**src/rtl/ps2_atom_keyboard.sv**
```systemverilog
// PS/2 keyboard receiver and decoder that maintains the Atom 10x6 key matrix and modifier lines.
// Optional build macro PS2_PARITY_CHECK_EN: discard frames that fail odd parity.
module ps2_atom_keyboard #(
    parameter int FILTER_LEN = 8,
    parameter int TIMEOUT    = 25000
) (
    input  logic       clk,
    input  logic       reset_n,
    input  logic       ps2_clk,
    input  logic       ps2_data,
    input  logic [3:0] row,
    output logic [5:0] keyout,
    output logic       shift_n,
    output logic       ctrl_n,
    output logic       rept_n,
    output logic       break_n,
    output logic       frame_err
);
    localparam int FW = (FILTER_LEN > 1) ? $clog2(FILTER_LEN) : 1;
    localparam int TW = $clog2(TIMEOUT + 1);

    typedef enum logic [2:0] {ST_IDLE, ST_EXT, ST_BRK, ST_EXT_BRK, ST_SKIP} state_t;

    logic          clk_s1, clk_s2, data_s1, data_s2;
    logic [FW-1:0] fcnt;
    logic          fclk, fclk_d, fall;
    logic [3:0]    bit_cnt;
    logic [7:0]    shreg;
    logic [TW-1:0] tmo;
    logic          byte_valid, par_bad;
    state_t        state_q, state_d;
    logic [2:0]    skip_q, skip_d;
    logic          key_wr, key_make, key_ext;
    logic          map_hit;
    logic [3:0]    map_row;
    logic [2:0]    map_col;
    logic [5:0]    mod_hit;
    logic [5:0]    mods;
    logic [9:0][5:0] matrix;

    always_ff @(posedge clk or negedge reset_n) begin
        if (!reset_n) begin
            clk_s1  <= 1'b1;
            clk_s2  <= 1'b1;
            data_s1 <= 1'b1;
            data_s2 <= 1'b1;
            fcnt    <= '0;
            fclk    <= 1'b1;
            fclk_d  <= 1'b1;
        end else begin
            clk_s1  <= ps2_clk;
            clk_s2  <= clk_s1;
            data_s1 <= ps2_data;
            data_s2 <= data_s1;
            fclk_d  <= fclk;
            if (clk_s2 == fclk) begin
                fcnt <= '0;
            end else if (fcnt == FW'(FILTER_LEN - 1)) begin
                fclk <= clk_s2;
                fcnt <= '0;
            end else begin
                fcnt <= fcnt + 1'b1;
            end
        end
    end

    assign fall = fclk_d & ~fclk;

`ifdef PS2_PARITY_CHECK_EN
    logic par_bit;
    always_ff @(posedge clk or negedge reset_n) begin
        if (!reset_n)
            par_bit <= 1'b0;
        else if (fall && bit_cnt == 4'd9)
            par_bit <= data_s2;
    end
    assign par_bad = ~(^{shreg, par_bit});
`else
    assign par_bad = 1'b0;
`endif

    always_ff @(posedge clk or negedge reset_n) begin
        if (!reset_n) begin
            bit_cnt    <= '0;
            shreg      <= '0;
            tmo        <= '0;
            byte_valid <= 1'b0;
            frame_err  <= 1'b0;
        end else begin
            byte_valid <= 1'b0;
            frame_err  <= 1'b0;
            if (fall) begin
                tmo <= TW'(TIMEOUT);
                case (bit_cnt)
                    4'd0: begin
                        if (data_s2) frame_err <= 1'b1;
                        else         bit_cnt   <= 4'd1;
                    end
                    4'd1, 4'd2, 4'd3, 4'd4, 4'd5, 4'd6, 4'd7, 4'd8: begin
                        shreg   <= {data_s2, shreg[7:1]};
                        bit_cnt <= bit_cnt + 4'd1;
                    end
                    4'd9: bit_cnt <= 4'd10;
                    default: begin
                        bit_cnt <= '0;
                        if (!data_s2 || par_bad) frame_err  <= 1'b1;
                        else                     byte_valid <= 1'b1;
                    end
                endcase
            end else if (bit_cnt != '0) begin
                if (tmo <= TW'(1)) begin
                    bit_cnt   <= '0;
                    frame_err <= 1'b1;
                end else begin
                    tmo <= tmo - 1'b1;
                end
            end
        end
    end

    always_ff @(posedge clk or negedge reset_n) begin
        if (!reset_n) begin
            state_q <= ST_IDLE;
            skip_q  <= '0;
        end else begin
            state_q <= state_d;
            skip_q  <= skip_d;
        end
    end

    always_comb begin
        state_d  = state_q;
        skip_d   = skip_q;
        key_wr   = 1'b0;
        key_make = 1'b0;
        key_ext  = 1'b0;
        if (byte_valid) begin
            case (state_q)
                ST_IDLE: begin
                    if (shreg == 8'hE0) begin
                        state_d = ST_EXT;
                    end else if (shreg == 8'hF0) begin
                        state_d = ST_BRK;
                    end else if (shreg == 8'hE1) begin
                        state_d = ST_SKIP;
                        skip_d  = 3'd7;
                    end else if (!(shreg inside {8'hAA, 8'hFA, 8'hEE, 8'hFE})) begin
                        key_wr   = 1'b1;
                        key_make = 1'b1;
                    end
                end
                ST_EXT: begin
                    if (shreg == 8'hF0) begin
                        state_d = ST_EXT_BRK;
                    end else begin
                        key_wr   = 1'b1;
                        key_make = 1'b1;
                        key_ext  = 1'b1;
                        state_d  = ST_IDLE;
                    end
                end
                ST_BRK: begin
                    key_wr  = 1'b1;
                    state_d = ST_IDLE;
                end
                ST_EXT_BRK: begin
                    key_wr  = 1'b1;
                    key_ext = 1'b1;
                    state_d = ST_IDLE;
                end
                ST_SKIP: begin
                    skip_d = skip_q - 3'd1;
                    if (skip_q <= 3'd1) state_d = ST_IDLE;
                end
                default: state_d = ST_IDLE;
            endcase
        end
    end

    // mod_hit bits: 0 lshift, 1 rshift, 2 lctrl, 3 rctrl, 4 lalt (REPT), 5 F12 (BREAK)
    always_comb begin
        map_hit = 1'b0;
        map_row = '0;
        map_col = '0;
        mod_hit = '0;
        case ({key_ext, shreg})
            9'h01C: begin map_hit = 1'b1; map_row = 4'd3; map_col = 3'd4; end
            9'h029: begin map_hit = 1'b1; map_row = 4'd9; map_col = 3'd0; end
            9'h016: begin map_hit = 1'b1; map_row = 4'd8; map_col = 3'd2; end
            9'h175: begin map_hit = 1'b1; map_row = 4'd5; map_col = 3'd1; end
            9'h012: mod_hit = 6'b000001;
            9'h059: mod_hit = 6'b000010;
            9'h014: mod_hit = 6'b000100;
            9'h114: mod_hit = 6'b001000;
            9'h011: mod_hit = 6'b010000;
            9'h007: mod_hit = 6'b100000;
            default: ;
        endcase
    end

    always_ff @(posedge clk or negedge reset_n) begin
        if (!reset_n) begin
            matrix <= '0;
            mods   <= '0;
        end else if (key_wr) begin
            if (map_hit) matrix[map_row][map_col] <= key_make;
            mods <= key_make ? (mods | mod_hit) : (mods & ~mod_hit);
        end
    end

    always_comb begin
        keyout = '1;
        if (row <= 4'd9) keyout = ~matrix[row];
    end

    assign shift_n = ~(mods[0] | mods[1]);
    assign ctrl_n  = ~(mods[2] | mods[3]);
    assign rept_n  = ~mods[4];
    assign break_n = ~mods[5];

endmodule

```
**config.mk**
```make
export PLATFORM = sky130hd
export DESIGN_NAME = ps2_atom_keyboard
export DESIGN_NICKNAME = d
export VERILOG_FILES = /design/src/rtl/ps2_atom_keyboard.sv
export SDC_FILE = /design/constraint.sdc
export NUM_CORES = 1
export LEC_CHECK = 0
export CAP_MARGIN = 20
export CORE_MARGIN = 10
export CORE_UTILIZATION = 55
export DETAILED_ROUTE_END_ITERATION = 6
export PLACE_DENSITY = 0.75
export SLEW_MARGIN = 15
export SYNTH_ARGS = -nofsm -noshare
export SYNTH_HDL_FRONTEND = slang
export SYNTH_SLANG_ARGS = --single-unit
export TNS_END_PERCENT = 1
```
**constraint.sdc**
```tcl
create_clock -name clk -period 4.6 [get_ports clk]
set_clock_uncertainty 0.2 [all_clocks]
set_input_delay 0.69 -clock clk [delete_from_list [all_inputs] [get_ports clk]]
set_output_delay 0.69 -clock clk [all_outputs]
set_load 0.01 [all_outputs]
```
==> summary.md, run 1 <==
| Metric | Value |
|---|---|
| Hold_buf cts | `0` |
| CP cell instances | `clkdlybuf4s50_1, buf_4, mux4_2, mux2i_1, o22a_1, clkdlybuf4s50_1` |
| I/O Buffers | `18` |
| Distinct cells, synth | `67` |
| CP Depth | `6` |
| GRT overflow | `0` |
| DP HPWL | `5.86 mm` |
| ANT nets after route | `0` |
| Leading area contributor after synthesis | `dfrtp_1` |
| Io pins | `19` |
| Layout area overhead | `4.93%` |
| Power per cell area | `415 mW/mm^2` |
| Placed cell count | `498` |
| Postcts setup bufs | `0` |
| Vias in the first global route | `3,051` |
| Status | `complete, no violations` |
| H-tree Lvls | `3` |
| Fin. max-slew vios | `0` |
| Top area cells in the synthesized netlist | `dfrtp_1, clkbuf_1, mux4_2` |
| Most used DFF post-synth | `dfrtp_1` |
| Async S/R FF share, synth | `100%` |
| Reg2reg path depth | `4` |
| YS warnings | `0` |
| Internal power | `1.52 mW` |
| Power Total | `2.23 mW` |
| Mapped cell area | `0.00512 mm^2` |
| Gpl congestion | `0.773` |
| Worst-path clk slew | `120 ps` |
| Place WS | `824 ps` |
| R2r setup slk | `2020 ps` |
| Worst slew pin tran | `956 ps` |
| Global-route wire length before repair | `14.8 mm` |
| CP Max Fanout | `18` |
| Initial antenna violation count | `0` |
| Layout cells sized above 1 | `15.6%` |
| Sequential group share of total power | `51.8%` |
| DRC | `0` |
| Clk Latency, worst-skew pair | `370 ps` |
| Clk pwr share | `28.8%` |
| CP startpoint kind | `input port` |
| Switching power total | `0.715 mW` |
| Mapped Avg Cell Area | `11.4 um^2` |
| Placed Area | `0.00514 mm^2` |
| Post-synthesis net count | `466` |
| Final worst slack | `805 ps` |
| CTS buffer count | `9` |
| Vias per cell | `5.97` |
| Die span in x | `117 um` |
| Largest net degree at the start of global routing | `62` |
| Final core occ | `58.8%` |
| Final-report hold violation count | `0` |
| Hold Path Depth | `0` |
| Fmax | `264 MHz` |
| Core area | `0.00915 mm^2` |
| Top cell type's share of synthesized area | `50.8%` |
| Critical-path top delay cell | `mux4_2` |
| WHS | `164 ps` |
| WS Path Type | `in2out` |
| Root Driver | `clkbuf_8` |
| Crit-path max cell delay | `560 ps` |
| Detailed Routing Iterations Pass 1 | `4` |
| Worst VDD drop | `279 uV` |
| Bufs on Longest Clock Path | `2` |
| Lkg Pwr | `2.45 nW` |
| RSZ-0062 raised after global routing | `false` |
| Post-synth EDFFs | `0` |
| Sequential fraction of the synthesis area | `53.9%` |
| Fin nets | `416` |
| Initial Utilization | `56.0%` |
| Crit path DAT | `2900 ps` |
| CTS tree | `built` |
| Final setup vio count | `0` |
| Num Clock Sinks | `110` |
| Row cnt | `35` |
| Design area | `0.00538 mm^2` |
| Tmin final | `3790 ps` |
| Die footprint | `0.0136 mm^2` |
| CTS resizes | `0` |
| Fin cells | `514` |
| Buffers & Inverters on Critical Path | `3` |
| CP Capture Type | `output pin` |
| Seq cells post-synth | `110` |
| Antenna cells | `0` |
| Syn Inst Count | `448` |
| Final Cycle Share | `82.5%` |
| Iter 0 DRT Violations | `232` |
| Comb power frac | `19.4%` |
| Drt wl/cell | `16.7 um` |
| GRT Resource Usage Total | `13.3%` |
| CP Data Required Time | `3710 ps` |
| Via count | `3,067` |
| Die Y | `117 um` |
| Max Cap Violations | `0` |
| Worst hold path class | `reg2reg` |
| Top Family by Delay on Critical Path | `buffers and inverters` |
| Switching share of power | `32.0%` |
| Setup TNS | `0 ps` |
| Final WL | `8.56 mm` |
| Cell mode on critical path | `clkdlybuf4s50_1` |
| Slew margin rel. | `36.1%` |
==> per-layer routing <==
layer  share of wire (%)  track usage (%)
met5                   0                0
met4                0.61             3.95
met3                 2.9             3.29
met2                  48             20.6
met1                  48             18.2
==> flip-flops by register name, summed over array words and instances (netlist names), 3 cells and up, named ones only <==
signal / cells
bit_cnt: 4
fcnt: 3
matrix: 60
shreg: 8
skip_q: 3
state_q: 3
tmo: 15
==> worst register-to-register path: cells and delay by family (launching register included) <==
family           cells  cell delay [ps]
flip-flops           1              540
multiplexers         1              390
AND/OR/NAND/NOR      3             1350
==> layout make-up <==
class	instances	area, um^2
clock inverters	7	113
well taps	111	139
inverters	13	48.8
multi-input cells	242	1990
flip-flops and latches	110	2760
fillers	701	3770
clock buffers	9	124
repair buffers	22	208
==> layout by cell type, fill, tap and decap left out, types with 6 or more instances in the layout <==
cell and instances:
nor2_1 17, clkbuf_8 9, ha_1 10, a21oi_1 11, nor3_1 9, nand2_1 19
o22a_1 6, mux2_2 14, inv_1 13, dfstp_2 6, mux2i_1 19, mux4_2 12
o21ai_0 11, dfrtp_1 104, nand2b_1 7, clkdlybuf4s50_1 17, nor4_1 8, a31oi_1 9
==> cell usage after synthesis, types with 9 or more instances <==
cell type,n
o21ai_0,11
nand2_1,19
ha_1,10
mux2i_1,19
nor3_1,9
dfrtp_1,104
a21oi_1,11
clkbuf_1,76
inv_1,13
nor2_1,17
a31oi_1,9
mux2_2,14
mux4_2,12
==> logic make-up after synthesis <==
group / after synthesis / share of synthesized area [%]
compound gates: 74 / 10.6
simple gates: 112 / 13.4
xor+xnor: 1 / 0.171
mux: 45 / 12.1
flops: 110 / 53.9
fa+ha+maj: 10 / 2.44
buf+inv: 96 / 7.40
==> path summary, 6_finish.rpt <==
path / from / to
max in group asynchronous: reset_n / data_s2
max reg2reg: byte_valid / flop
min reg2reg: clk_s1 / clk_s2
min: clk_s1 / clk_s2
min in group asynchronous: reset_n / matrix[57]
max: row[0] / keyout[4]
==> power groups by stage <==
stage               Clock [mW]  Combinational [mW]  Sequential, mW
floorplan                    0               0.359            1.13
global placement             0               0.415            1.17
detailed placement           0               0.432            1.17
CTS                      0.659               0.436            1.15
global route             0.703               0.497            1.17
finish                   0.642               0.433            1.16
No activity file was read; power rests on OpenSTA's default activity.
==> run 2: changes to the inputs <==
Clock period 4.6 ns to 3.82 ns, I/O delays scaled along.
==> run 2 against run 1 <==
- sequential share of layout area up 0.24 points
- global-route usage up 0.43 points
- worst hold slack got worse by 140 ps
- die area unchanged
- clock power up 2%
- sequential cell count unchanged
- non-clock buffer count is 1 higher
- critical path type unchanged
==> summary.md, run 2 (same netlist as run 1, synthesis figures left out) <==
| Metric | Value |
|---|---|
| Io pins | `19` |
| DP HPWL | `5.78 mm` |
| I/O Buffers | `18` |
| Worst hold path class | `in2async` |
| Lkg Pwr | `2.44 nW` |
| Crit-path max cell delay | `710 ps` |
| Worst-path clk slew | `100 ps` |
| Antenna cells | `0` |
| Crit path DAT | `2700 ps` |
| Worst slew pin tran | `742 ps` |
| Via count | `3,034` |
| Layout area overhead | `4.44%` |
| CP cell instances | `clkdlybuf4s50_1, or3b_2, o22a_1, clkdlybuf4s50_1` |
| CP Data Required Time | `3050 ps` |
| CP Capture Type | `output pin` |
| R2r setup slk | `1320 ps` |
| Critical-path top delay cell | `clkdlybuf4s50_1` |
| Max Cap Violations | `0` |
| Number of flip-flops in the largest register | `60` |
| Die Y | `117 um` |
| Initial antenna violation count | `0` |
| Largest net degree at the start of global routing | `59` |
| Power Total | `2.58 mW` |
| Setup TNS | `0 ps` |
| Bufs on Longest Clock Path | `2` |
| Commonest non-fill, non-tap cells in the layout | `dfrtp_1, mux2i_1, nand2_1, nor2_1, clkdlybuf4s50_1` |
| Worst VDD drop | `359 uV` |
| Root Driver | `clkbuf_8` |
| Die footprint | `0.0136 mm^2` |
| Vias per cell | `5.89` |
| Status | `complete, no violations` |
| ANT nets after route | `0` |
| H-tree Lvls | `3` |
| Tmin final | `3470 ps` |
| Iter 0 DRT Violations | `236` |
| WS Path Type | `in2out` |
| Fmax | `288 MHz` |
| DRC | `0` |
| Detailed Routing Iterations Pass 1 | `4` |
| Worst r2r src | `state_q[2]` |
| Reg2reg path depth | `4` |
| CP Max Fanout | `13` |
| Power per cell area | `481 mW/mm^2` |
| CTS buffer count | `9` |
| Gpl congestion | `0.784` |
| CTS resizes | `0` |
| Reg with most FFs | `matrix` |
| Final-report hold violation count | `0` |
| Top Family by Delay on Critical Path | `buffers and inverters` |
| Vias in the first global route | `3,030` |
| Num Clock Sinks | `110` |
| GRT overflow | `0` |
| Fin. max-slew vios | `0` |
| Fin nets | `417` |
| Final WL | `8.45 mm` |
| CP startpoint kind | `input port` |
| Clk Latency, worst-skew pair | `380 ps` |
| Core area | `0.00915 mm^2` |
| GRT Resource Usage Total | `13.8%` |
| Global-route wire length before repair | `15.2 mm` |
| Commonest non-fill, non-tap cell in the layout | `dfrtp_1` |
| Postcts setup bufs | `0` |
| Die span in x | `117 um` |
| Drt wl/cell | `16.4 um` |
| Hold_buf cts | `0` |
| CTS tree | `built` |
| Layout cells sized above 1 | `15.6%` |
| Final setup vio count | `0` |
| Final Cycle Share | `91.0%` |
| Slew margin rel. | `50.5%` |
| Cell mode on critical path | `clkdlybuf4s50_1` |
| Row cnt | `35` |
| Top Registers | `matrix x60, tmo x15, shreg x8` |
| Initial Utilization | `56.0%` |
| RSZ-0062 raised after global routing | `false` |
| Buffers & Inverters on Critical Path | `2` |
## run 2: changes by cell type in the layout (fill, tap and decap cells not counted)
cell	change
bufinv_16	-1
buf_12	+2
buf_4	-1
clkbuf_1	+1
inv_8	-2
clkinv_2	+1
clkinv_8	-3
inv_6	+4
## run 2: area by class of cell
type / instances / area (um^2)
Sequential cell: 110 / 2760
Inverter: 13 / 48.8
Fill cell: 747 / 3800
Clock buffer: 10 / 128
Clock inverter: 6 / 51.3
Multi-Input combinational cell: 242 / 1990
Tap cell: 111 / 139
Timing Repair Buffer: 23 / 240
## run 2: where the power goes
part | total (mW) | leakage (nW) | switching, mW | internal (mW)
Combinational | 0.531 | 0.869 | 0.307 | 0.225
Sequential | 1.39 | 1.48 | 0.112 | 1.28
Clock | 0.655 | 0.0940 | 0.404 | 0.251
Total | 2.58 | 2.44 | 0.822 | 1.75
## run 2: how the worst max path moves through the flow
stage	from	endpoint	slack (ps)	depth (start not counted)
finish	row[1]	keyout[4]	350	4
global route	row[1]	keyout[3]	210	5
CTS	row[1]	keyout[4]	320	4
detailed placement	row[1]	keyout[4]	330	4
global placement	row[1]	keyout[4]	330	4
floorplan	row[0]	keyout[1]	1090	5
## run 2: per-layer routing
metal	vias to the layer above	track usage [%]	share of wire, %
met2	46	20.7	47
met1	1499	19.4	49
met4	0	3.21	0.92
met3	9	3.85	3.3
met5	-	0	0
li1	1480	-	-
## run 2: worst register-to-register path, delay by kind of cell, from the launching register on
family / cells / cell delay (ps)
simple gates: 3 / 1300
mux: 1 / 390
flops: 1 / 510
## run 2: stage by stage
step / hold WS (ps) / util, % / setup slack, ps / cells / area (um^2)
4_1_cts: 33.5 / 58.5 / 321 / 515 / 5350
3_5_place_dp: 148 / 56.5 / 329 / 499 / 5170
6_report: 22.4 / 58.5 / 346 / 515 / 5350
3_3_place_gp: 148 / 56.5 / 331 / 499 / 5170
2_1_floorplan: 77.4 / - / 1090 / 448 / 5120
5_1_grt: 59.2 / 58.5 / 215 / 515 / 5350
==> run 3: changes to the inputs <==
Settings changed: CTS_CLUSTER_DIAMETER set to 40, SKIP_LAST_GASP set to 1.
==> results of run 3 <==
Final layout, timing and power as in run 2 (identical DEF).
